`src/rtl/merge_stream_unit.sv`:
```
// Two-run stream merger: compares the head words of two sorted input FIFOs and
// emits the merged sequence through a one-word output register (dout/ovld).
// Optional input-order checker is built when MERGE_ORDER_CHECK_EN is defined.
module merge_stream_unit #(
  parameter int DATA_W  = 32,
  parameter int LEN_W   = 16,
  parameter int DESCEND = 0
) (
  input  logic              clk,
  input  logic              rst_n,
  input  logic              start,
  input  logic [LEN_W-1:0]  run_len,
  input  logic [DATA_W-1:0] din_1,
  input  logic [DATA_W-1:0] din_2,
  input  logic              valid_1,
  input  logic              valid_2,
  output logic              deq_1,
  output logic              deq_2,
  input  logic              full,
  output logic [DATA_W-1:0] dout,
  output logic              enq,
  output logic              busy,
  output logic              done,
  output logic              order_err,
  output logic [2:0]        dbg_state
);

  // Handshake: an input word transfers in any cycle where deq_x is high (deq_x
  // only rises with valid_x); an output word transfers when enq = ovld & !full.
  typedef enum logic [2:0] {
    S_IDLE   = 3'd0,
    S_MERGE  = 3'd1,
    S_DRAIN1 = 3'd2,
    S_DRAIN2 = 3'd3,
    S_FLUSH  = 3'd4
  } state_t;

  localparam logic [LEN_W-1:0] LEN_ONE = {{(LEN_W-1){1'b0}}, 1'b1};

  state_t           state, state_nxt;
  logic [LEN_W-1:0] cnt1, cnt2;
  logic             ovld;
  logic             accept;
  logic             take_1;
  logic             load;
  logic             done_nxt;

  assign accept    = !ovld || !full;
  assign enq       = ovld && !full;
  assign busy      = (state != S_IDLE);
  assign dbg_state = state;

  // Ties always go to input 1 so equal keys keep their run order.
  always_comb begin
    if (DESCEND != 0) take_1 = (din_1 >= din_2);
    else              take_1 = (din_1 <= din_2);
  end

  always_comb begin
    state_nxt = state;
    deq_1     = 1'b0;
    deq_2     = 1'b0;
    done_nxt  = 1'b0;
    load      = 1'b0;
    case (state)
      S_IDLE: begin
        if (start) begin
          load      = 1'b1;
          state_nxt = (run_len == '0) ? S_FLUSH : S_MERGE;
        end
      end
      S_MERGE: begin
        if (valid_1 && valid_2 && accept && cnt1 != '0 && cnt2 != '0) begin
          if (take_1) begin
            deq_1 = 1'b1;
            if (cnt1 == LEN_ONE) state_nxt = S_DRAIN2;
          end else begin
            deq_2 = 1'b1;
            if (cnt2 == LEN_ONE) state_nxt = S_DRAIN1;
          end
        end
      end
      S_DRAIN1: begin
        if (valid_1 && accept && cnt1 != '0) begin
          deq_1 = 1'b1;
          if (cnt1 == LEN_ONE) state_nxt = S_FLUSH;
        end
      end
      S_DRAIN2: begin
        if (valid_2 && accept && cnt2 != '0) begin
          deq_2 = 1'b1;
          if (cnt2 == LEN_ONE) state_nxt = S_FLUSH;
        end
      end
      S_FLUSH: begin
        if (!ovld || enq) begin
          done_nxt  = 1'b1;
          state_nxt = S_IDLE;
        end
      end
      default: state_nxt = S_IDLE;
    endcase
  end

  always_ff @(posedge clk or negedge rst_n) begin
    if (!rst_n) begin
      state <= S_IDLE;
      cnt1  <= '0;
      cnt2  <= '0;
      ovld  <= 1'b0;
      dout  <= '0;
      done  <= 1'b0;
    end else begin
      state <= state_nxt;
      done  <= done_nxt;
      if (load) begin
        cnt1 <= run_len;
        cnt2 <= run_len;
      end else begin
        if (deq_1) cnt1 <= cnt1 - LEN_ONE;
        if (deq_2) cnt2 <= cnt2 - LEN_ONE;
      end
      // A new word may replace the one leaving on this edge; ovld stays high.
      if (deq_1) begin
        ovld <= 1'b1;
        dout <= din_1;
      end else if (deq_2) begin
        ovld <= 1'b1;
        dout <= din_2;
      end else if (enq) begin
        ovld <= 1'b0;
      end
    end
  end

`ifdef MERGE_ORDER_CHECK_EN
  logic [DATA_W-1:0] prev_1, prev_2;
  logic              seen_1, seen_2;

  function automatic logic out_of_order(input logic [DATA_W-1:0] prev,
                                        input logic [DATA_W-1:0] cur);
    return (DESCEND != 0) ? (cur > prev) : (cur < prev);
  endfunction

  // Predecessor tracking restarts with each run so runs are checked independently.
  always_ff @(posedge clk or negedge rst_n) begin
    if (!rst_n) begin
      prev_1    <= '0;
      prev_2    <= '0;
      seen_1    <= 1'b0;
      seen_2    <= 1'b0;
      order_err <= 1'b0;
    end else begin
      if (load) begin
        seen_1 <= 1'b0;
        seen_2 <= 1'b0;
      end
      if (deq_1) begin
        prev_1 <= din_1;
        seen_1 <= 1'b1;
        if (seen_1 && out_of_order(prev_1, din_1)) order_err <= 1'b1;
      end
      if (deq_2) begin
        prev_2 <= din_2;
        seen_2 <= 1'b1;
        if (seen_2 && out_of_order(prev_2, din_2)) order_err <= 1'b1;
      end
    end
  end
`else
  assign order_err = 1'b0;
`endif

endmodule

```
`config.mk`:
```
export PLATFORM = sky130hd
export DESIGN_NAME = merge_stream_unit
export DESIGN_NICKNAME = d
export VERILOG_FILES = /design/src/rtl/merge_stream_unit.sv
export SDC_FILE = /design/constraint.sdc
export NUM_CORES = 1
export LEC_CHECK = 0
export CORE_MARGIN = 1.5
export CORE_UTILIZATION = 45
export CTS_CLUSTER_SIZE = 8
export DETAILED_ROUTE_END_ITERATION = 10
export PLACE_DENSITY = 0.76
export SLEW_MARGIN = 30
export SYNTH_ARGS = -nofsm -noshare
export SYNTH_HDL_FRONTEND = slang
export SYNTH_SLANG_ARGS = --single-unit
```
`constraint.sdc`:
```
create_clock -name clk -period 5.6 [get_ports clk]
set_input_delay 0.56 -clock clk [delete_from_list [all_inputs] [get_ports clk]]
set_output_delay 0.56 -clock clk [all_outputs]
set_load 0.1 [all_outputs]
```
## Word level (Yosys, flattened, before mapping)

Index checks and enable logic that the tools add are counted.

| word-level totals | value |
|---|---|
| logic and storage cells | 80 |
| output and inout bits | 41 |
| bits of input ports | 86 |
| memories kept | 0 |
| ROM bits | 0 |
| bits in registers | 69 |
| RAM bits | 0 |
| bits in latches | 0 |

| cells by class | value |
|---|---|
| reduce and logical (&&, ||, !) cells | 23 |
| shift operators | 0 |
| mux-type cells | 33 |
| equality and inequality tests | 15 |
| div/mod/pow operators | 0 |
| bitwise operators | 0 |
| $add $sub $neg | 2 |
| $lt $le $gt $ge | 1 |
| multipliers | 0 |

Operators by type and width:

| cell | number |
|---|---|
| two-way mux 16 bit | 4 |
| two-way mux 32 bit | 2 |
| two-way mux 3 bit | 11 |
| == test 16 x 1 -> 1 bit, second input constant | 2 |
| less-or-equal comparator 32 bit | 1 |
| nonzero test 16 bit | 2 |
| subtractor 16 x 1 -> 16 bit, second input constant | 2 |
| zero test 16 bit | 1 |
| one-hot mux 3 bit (5 select lines) | 1 |
| != test 2 bit, second input constant | 7 |
| two-way mux 1 bit | 13 |
| logical AND 1 bit | 9 |
| AND reduction 9 bit | 1 |
| == test 3 x 2 -> 1 bit, second input constant | 2 |
| != test 3 bit, second input constant | 2 |
| nonzero test 2 bit | 3 |
| nonzero test 3 bit | 2 |
| one-hot mux 1 bit (2 select lines) | 2 |
| == test 3 x 1 -> 1 bit, second input constant | 1 |
| == test 3 bit, second input constant | 1 |
| zero test 3 bit | 1 |
| zero test 1 bit | 2 |
| logical OR 1 bit | 2 |

## Depth between registers and ports, before layout

Gate-level depths: netlist of the first run.

| logic depth | value |
|---|---|
| depth in word-level cells | 9 |
| depth in mapped cells | 13 |
| mapped depth without buffers | 11 |

## Worst setup path after synthesis of the first run

OpenSTA, ideal clock, no wires.

| path | value |
|---|---|
| path type | in2out |
| from | in din_2[11] |
| to | out deq_1 |
| stages | 10 |
| required time | 5.040 ns |
| path buffers | 1 |
| arrival time | 3.178 ns |
| slack | 1.862 ns |
| path through | inv_1 -> ha_1 -> a211oi_1 -> o21ai_0 -> a221oi_1 -> o211ai_1 -> a22oi_1 -> a31oi_1 -> inv_1 -> clkbuf_1 |

| on the way | value |
|---|---|
| word-level cells in the longest chain between the ends | 4 |

RTL lines:

| what | line | source |
|---|---|---|
| start, declared | 14 | `input logic [DATA_W-1:0] din_2,` |
| less-or-equal comparator 32 bit | 56 | `else take_1 = (din_1 <= din_2);` |
| two-way mux 1 bit | 74 | `if (take_1) begin` |
| two-way mux 1 bit | 73 | `if (valid_1 && valid_2 && accept && cnt1 != '0 && cnt2 != '0) begin` |
| one-hot mux 1 bit (2 select lines) | 65 | `case (state)` |
| end, declared | 17 | `output logic deq_1,` |

Every way passes these cells.

## Worst setup path after layout of the first run

| path | value |
|---|---|
| from | in din_2[30] |
| to | out deq_2 |

| on the way | value |
|---|---|
| word-level cells in the longest chain between the ends | 4 |

RTL lines:

| what | line | source |
|---|---|---|
| less-or-equal comparator 32 bit | 56 |  |
| two-way mux 1 bit | 74 |  |
| two-way mux 1 bit | 73 |  |
| one-hot mux 1 bit (2 select lines) | 65 |  |
| end, declared | 18 | `output logic deq_2,` |

Every way passes these cells.

==> run summary, run 1 <==
- 0.329 mV — peak ir drop on the vdd network
- 9770 um2 — total core area
- sky130_fd_sc_hd__dfrtp_1 — most common cell in the synthesized netlist
- 125 — total of buffers placed on input and output ports
- 13.1 mm — total wire length
- 38.2% — sequential fraction of the synthesis area
- 78.7% — share of the cycle needed by the critical path after routing
- output pin — category of the worst setup path capture point
- 0 — GRT Residual Overflow
- 20 — biggest fanout along the worst timing path
- 0.879 — placer congestion estimate
- 227 MHz — Achievable Freq
- 3.48 mW — PnR Total Power
- done — CTS tree
- 55.1% — proportion of total power due to net switching
- 0 — detailed-route DRC error count
- 0 — Slew Viols, Final
- 5.88 — vias per std cell
- 9.09 um2 — average instance area after synthesis
- 619 — net count after synthesis
- 0 — Setup Viol. Count Final
- 497 — Synth Instances
- input port — startpoint type of the worst setup path
- 0.07 ns — clock-pin slew on the worst setup and hold paths
- 0 — hold buffers post-CTS
- 0 — antenna viol nets, final
- 2.60 nW — leak pwr
- 33.8% — Area growth syn-to-layout
- 61.8% — utilization after layout
- 0.0128 ns — final worst clock skew
- dout[12]$_DFFE_PN0P_ — endpoint of the lowest-slack register-to-register path
- 3 — CTS H-Tree Depth
- 0 — count of endpoints failing hold in the final timing report
- input port to output pin — Worst Path Class, Setup
- 738 — net count reported at finish
- 4.41 ns — Final Critical Period
- 32.4% — relative max-transition margin
- 2 — clock tree buffer depth
- 1.92 mW — NetSw
- 69 — number of storage elements in the synthesis netlist
- sky130_fd_sc_hd__dfrtp_1 — Top FF cell, synth
- 46.2% — Starting Density
- 127 — number of top-level design ports
- 70 — largest net degree at the start of global routing
- sky130_fd_sc_hd__or2_1 — Critical Path Slowest Stage Cell
- 100% — Synth async-reset ratio
- sky130_fd_sc_hd__clkbuf_8 — Clk Tree Root Cell
- 4419 — total vias in the final route
- 5.04 ns — required time of the critical path
- 0 ns — setup tns final
- 38.2% — fraction of synthesized cell area taken by the top area cell type
- 162 — initial detailed-routing violation count
- 5870 um2 — Placed Instance Area
- 820 — total of fill cells in the finished design
- false — unrepaired setup endpoints after global routing
- sky130_fd_sc_hd__dfrtp_1 — library cell occupying the most area in the post-synthesis netlist
- 10600 um2 — die footprint
- 7.27% — share of post-route cells with drive strength above 1
- 103 um — die extent in x
- 69 — number of sinks driven by the clock tree
- 1.01 ns — transition at the pin with the smallest max-transition slack
- 9 — number of CTS-inserted buffers
- 10.5% — fraction of power consumed by the clock network
- 5 — TritonRoute pass-1 iters
- 0.36 ns — clock latency on the worst-skew pair
- 0 — maximum capacitance violations
- 6040 um2 — final instance area
- 1.20 ns — DP Worst Slack
- 9.54 mm — DPL Wire Length
- 1730 um2 — sequential standard cell area
- 3.85 ns — data arrival time of the worst path
- 20.5 mm — global-route wire length before repair
- 0 — Antenna diodes
- 0 — post-cts sizing count
- sky130_fd_sc_hd__dfrtp_1 (38%), sky130_fd_sc_hd__ha_1 (10%), sky130_fd_sc_hd__a221o_1 (8.0%) — synth top area cells
- 36 — standard-cell row count
- 0 — total number of yosys warnings
- finished, final reports clean — result of the run
- 1.70 ns — reg-to-reg slack, setup
- 11 — worst-case reg-to-reg path depth
- 103 um — Die Y
- 1.19 ns — worst-case setup margin in the final layout
- 4299 — vias in the first global route
- cnt1[1]$_DFFE_PN0P_ — Reg-to-Reg Start
- 0 — Setup Fix Bufs, Post-CTS
- sky130_fd_sc_hd__dfrtp_1 (69), sky130_fd_sc_hd__nor2_1 (57), sky130_fd_sc_hd__inv_1 (44), sky130_fd_sc_hd__a221o_1 (36), sky130_fd_sc_hd__ha_1 (36) — most instantiated cells after synthesis
- 752 — Non-Filler Instances
- 738 — post-placement cell count
- 4520 um2 — total standard cell area after synthesis
- 2520 um2 — multi-input logic area
- 576 nW/um2 — power density of the placed cells
- 62.3% — portion of total power attributed to combinational logic
- 0 — number of flops mapped to enable cells by yosys
- 24.8% — Global Route Usage Sum
- 1.56 mW — Internal
- 63 — number of distinct library cells after synthesis
- 0.304 ns — Final Hold Slack
- 27.2% — part of the total power dissipated in sequential elements
- clkdlybuf4s50_1 -> inv_1 -> ha_1 -> nand4_1 -> nor4_1 -> a21o_1 -> a2111oi_0 -> a211oi_2 -> or2_1 -> inv_2 -> buf_12 — critical-path cell list
- 17.4 um — average detailed-routed wire length per instance
- 0 — initial antenna violation count
- 0.62 ns — longest individual stage delay on the worst path
- input port to async pin — HP Class
worst max path at each step:
stage                         start  endpoint  slack, ns
after floorplan           din_2[11]     deq_1       1.86
after global placement    din_2[30]     deq_2       1.23
after detailed placement  din_2[30]     deq_2       1.20
after CTS                 din_2[30]     deq_2       1.19
after global routing      din_2[30]     deq_2       0.96
final                     din_2[30]     deq_2       1.19
final cells by class:
| type | count | area share (%) |
|---|---|---|
| Clock buffer | 12 | 2.57 |
| Sequential cell | 69 | 28.6 |
| Clock inverter | 2 | 0.166 |
| Multi-Input combinational cell | 360 | 41.7 |
| Tap cell | 133 | 2.75 |
| Timing Repair Buffer | 131 | 21.5 |
| Inverter | 45 | 2.80 |
placed cells by master (no fill, tap or decap), types with 4 or more instances in the layout:
cell type                           n
sky130_fd_sc_hd__a221o_1           36
sky130_fd_sc_hd__or3_1             12
sky130_fd_sc_hd__a31oi_1            8
sky130_fd_sc_hd__buf_4              6
sky130_fd_sc_hd__nor2_1            57
sky130_fd_sc_hd__o211ai_1           9
sky130_fd_sc_hd__nor3_1             9
sky130_fd_sc_hd__nand2_1           34
sky130_fd_sc_hd__or4_1              7
sky130_fd_sc_hd__inv_1             44
sky130_fd_sc_hd__a21oi_1           18
sky130_fd_sc_hd__ha_1              36
sky130_fd_sc_hd__nor4_1            13
sky130_fd_sc_hd__a21o_1             7
sky130_fd_sc_hd__nand3_1            9
sky130_fd_sc_hd__clkdlybuf4s50_1  121
sky130_fd_sc_hd__nor2b_1            4
sky130_fd_sc_hd__o21a_1             4
sky130_fd_sc_hd__or2_2              5
sky130_fd_sc_hd__and2_1             4
sky130_fd_sc_hd__mux2i_1            5
sky130_fd_sc_hd__dfrtp_1           69
sky130_fd_sc_hd__o31ai_1            6
sky130_fd_sc_hd__nand4_1           12
sky130_fd_sc_hd__clkbuf_8          11
sky130_fd_sc_hd__o21ai_0           13
state kept, by name (all words and copies together) (netlist names):
signal / count
cnt1: 16
cnt2: 16
dout: 32
ovld: 1
dbg_state: 3
done: 1
critical path: cells and delay by family:
family                   cells  cell delay [ns]
AO/OA/AOI/OAI                3             0.54
AND/OR/NAND/NOR              3             1.33
buffers and inverters        4             1.10
adder cells (fa/ha/maj)      1             0.29
cell families after synthesis:
| family | share of synthesized area, % |
|---|---|
| simple gates | 21.0 |
| xor+xnor | 0.582 |
| other cells | 0.0830 |
| compound gates | 22.3 |
| buf+inv | 6.23 |
| mux | 1.61 |
| fa+ha+maj | 9.98 |
| flops | 38.2 |
power groups by stage:
stage          logic (mW)  clock network (mW)  registers, mW
4_1_cts              2.17               0.375          0.941
3_5_place_dp         2.16                   0          0.948
5_1_grt              2.28               0.398          0.976
2_1_floorplan       0.752                   0           1.79
6_report             2.17               0.366          0.945
3_3_place_gp         2.14                   0          0.933
metal layers:
layer | vias up | track usage, % | routed length, um | share of wire (%)
met5 | - | 0 | 0 | 0
met1 | 2108 | 32.1 | 5710 | 43
li1 | 2110 | - | - | -
met4 | 0 | 8.52 | 184 | 1.4
met2 | 183 | 41.6 | 6140 | 47
met3 | 18 | 4.91 | 1090 | 8.3
No activity file was read; power rests on OpenSTA's default activity.
==> run 2, diff against run 1 <==
- CORE_UTILIZATION: 45 -> 44
- PLACE_DENSITY: 0.76 -> 0.77
- clock period: 5.6 -> 3.9 ns (I/O delays scaled with it)
==> run summary, run 2 (synthesis results as in run 1) <==
- dout — Largest Register
- 0 — Setup Viol. Count Final, unchanged
- cnt2[10]$_DFFE_PN0P_ — Reg-to-Reg Start
- 5 — TritonRoute pass-1 iters, unchanged
- 2.66 nW — leak pwr, +2.3%
- 0 — post-cts sizing count, unchanged
- 9.95 mm — DPL Wire Length, +4.3%
- or4_1 -> nor4b_2 -> a21oi_1 -> and4b_1 -> a211oi_2 -> or2_1 -> inv_2 -> buf_12 — critical-path cell list
- 36.6% — Area growth syn-to-layout
- sky130_fd_sc_hd__clkdlybuf4s50_1 — most frequent standard cell in the layout excluding fill and tap cells
- 9860 um2 — total core area, +0.92%
- 0 — maximum capacitance violations, unchanged
- 3.75 ns — Final Critical Period
- 4433 — total vias in the final route, +0.32%
- 26.5% — part of the total power dissipated in sequential elements, -0.7 points
- 0 — GRT Residual Overflow, unchanged
- 2.77 mW — NetSw, +44%
- sky130_fd_sc_hd__or4_1 — Critical Path Slowest Stage Cell
- 127 — number of top-level design ports, unchanged
- 5.83 — vias per std cell, -0.74%
- 32.2% — relative max-transition margin, -0.23 points
- 0 — detailed-route DRC error count, unchanged
- 3.51 ns — required time of the critical path, -1.53 ns
- 3 — CTS H-Tree Depth, unchanged
- 4569 — vias in the first global route, +6.3%
- 96.0% — share of the cycle needed by the critical path after routing
- done — CTS tree
- 61.5% — portion of total power attributed to combinational logic, -0.8 points
- 53.8% — proportion of total power due to net switching, -1.3 points
- 45.8% — Starting Density, -0.42 points
- flip-flop — startpoint type of the worst setup path
- 3.36 ns — data arrival time of the worst path, -0.49 ns
- 104 um — die extent in x, +1.1%
- 125 — total of buffers placed on input and output ports, unchanged
- false — unrepaired setup endpoints after global routing
- 62.5% — utilization after layout, +0.73 points
- sky130_fd_sc_hd__clkbuf_8 — Clk Tree Root Cell
- 36 — standard-cell row count, unchanged
- output pin — category of the worst setup path capture point
- sky130_fd_sc_hd__clkdlybuf4s50_1 (122), sky130_fd_sc_hd__dfrtp_1 (69), sky130_fd_sc_hd__nor2_1 (57) — highest-count cells in the layout ignoring fill and taps
- 37 — largest net degree at the start of global routing, -47%
- 0 — initial antenna violation count, unchanged
- 10900 um2 — die footprint, +2.2%
- finished, final reports clean — result of the run
- 0.00995 ns — final worst clock skew, -0.00283 ns
- flip-flop to output pin — Worst Path Class, Setup
- 0.497 mV — peak ir drop on the vdd network, +51%
- 22.1 mm — global-route wire length before repair, +8.1%
- 0.08 ns — clock-pin slew on the worst setup and hold paths, about the same
- 8.13% — share of post-route cells with drive strength above 1, +0.86 points
- 1.01 ns — transition at the pin with the smallest max-transition slack, +0.00339 ns
- simple AND/OR/NAND/NOR gates — delay-heaviest family, CP
- dout[17]$_DFFE_PN0P_ — endpoint of the lowest-slack register-to-register path
- 0 — antenna viol nets, final, unchanged
- 0.70 ns — longest individual stage delay on the worst path, +0.08 ns
- 324 — initial detailed-routing violation count, +100%
- 9 — worst-case reg-to-reg path depth, -2
- 9 — number of CTS-inserted buffers, unchanged
- 0.33 ns — clock latency on the worst-skew pair, -0.03 ns
- input port to async pin — HP Class
- 13.1 mm — total wire length, +0.17%
- 11 — biggest fanout along the worst timing path, -45%
- 5.15 mW — PnR Total Power, +48%
- 0 — count of endpoints failing hold in the final timing report, unchanged
- 2 — buffers plus inverters on the worst setup path, -2
- 2.38 mW — Internal, +52%
- 0 — Slew Viols, Final, unchanged
- 0.896 — placer congestion estimate, +1.9%
- 2 — clock tree buffer depth, unchanged
- 104 um — Die Y, +1.1%
- 744 — net count reported at finish, +0.81%
- 0 ns — setup tns final, unchanged
- 69 — number of sinks driven by the clock tree, unchanged
- 24.8% — Global Route Usage Sum, +0.033 points
- 267 MHz — Achievable Freq
- 32 — number of flip-flops under the largest register name, unchanged
- 17.3 um — average detailed-routed wire length per instance, -0.89%
- 0 — Antenna diodes, unchanged
- 12.0% — fraction of power consumed by the clock network, +1.5 points
- 835 nW/um2 — power density of the placed cells, +45%
- 0.48 ns — reg-to-reg slack, setup, -1.22 ns
- 0 — hold buffers post-CTS, unchanged
- dout: 32 flops, cnt1: 16 flops, cnt2: 16 flops — largest registers ranked by flip-flop count
- 0 — Setup Fix Bufs, Post-CTS, unchanged
-- run 2: layout make-up --
cell class	instances	area [um2]
Multi-Input combinational cell	360	2510
Clock inverter	3	42.5
Clock buffer	13	169
Fill cell	805	3700
Sequential cell	69	1730
Timing Repair Buffer	137	1380
Inverter	45	169
Tap cell	133	166
-- run 2: routing by layer --
layer	wire [um]	track usage (%)	up-vias
met5	0	0	-
met4	98	6.65	0
met3	967	4.82	7
met2	6320	41.8	186
met1	5750	32.5	2117
li1	-	-	2123
-- run 2: per-stage QoR --
stage	std cells	instance area, um2	hold WS, ns	setup slack, ns
6_report	760	6170	0.134	0.155
4_1_cts	760	6170	0.155	0.221
3_5_place_dp	744	5960	0.454	0.230
5_1_grt	760	6170	0.169	0.0304
2_1_floorplan	497	4520	0.0944	0.496
3_3_place_gp	744	5960	0.441	0.305
-- run 2: power groups by stage --
stage / sequential, mW / clock (mW) / combinational (mW)
floorplan: 2.57 / 0 / 1.08
global placement: 1.35 / 0 / 3.12
detailed placement: 1.37 / 0 / 3.16
CTS: 1.36 / 0.628 / 3.17
global route: 1.42 / 0.663 / 3.33
finish: 1.36 / 0.619 / 3.17
-- run 2: worst reg2reg max path: stages, from the launching register on --
cell and delay, ns:
sky130_fd_sc_hd__dfrtp_1 0.46, sky130_fd_sc_hd__or4_1 0.70, sky130_fd_sc_hd__nor4b_2 0.51, sky130_fd_sc_hd__a21oi_1 0.18, sky130_fd_sc_hd__and4b_1 0.23, sky130_fd_sc_hd__a211oi_2 0.34
sky130_fd_sc_hd__or2_1 0.22, sky130_fd_sc_hd__buf_4 0.30, sky130_fd_sc_hd__nor2_1 0.08, sky130_fd_sc_hd__a221o_1 0.28
-- run 2: how the worst max path moves through the flow --
stage / end / depth (start not counted) / start / slack (ns)
after floorplan: dout[17]$_DFFE_PN0P_ / 9 / cnt1[0]$_DFFE_PN0P_ / 0.50
after detailed placement: cnt1[3]$_DFFE_PN0P_ / 12 / din_2[11] / 0.23
after global placement: cnt1[3]$_DFFE_PN0P_ / 12 / din_2[11] / 0.31
after CTS: deq_2 / 8 / cnt2[10]$_DFFE_PN0P_ / 0.22
final: deq_2 / 8 / cnt2[10]$_DFFE_PN0P_ / 0.15
after global routing: deq_2 / 8 / cnt2[10]$_DFFE_PN0P_ / 0.03
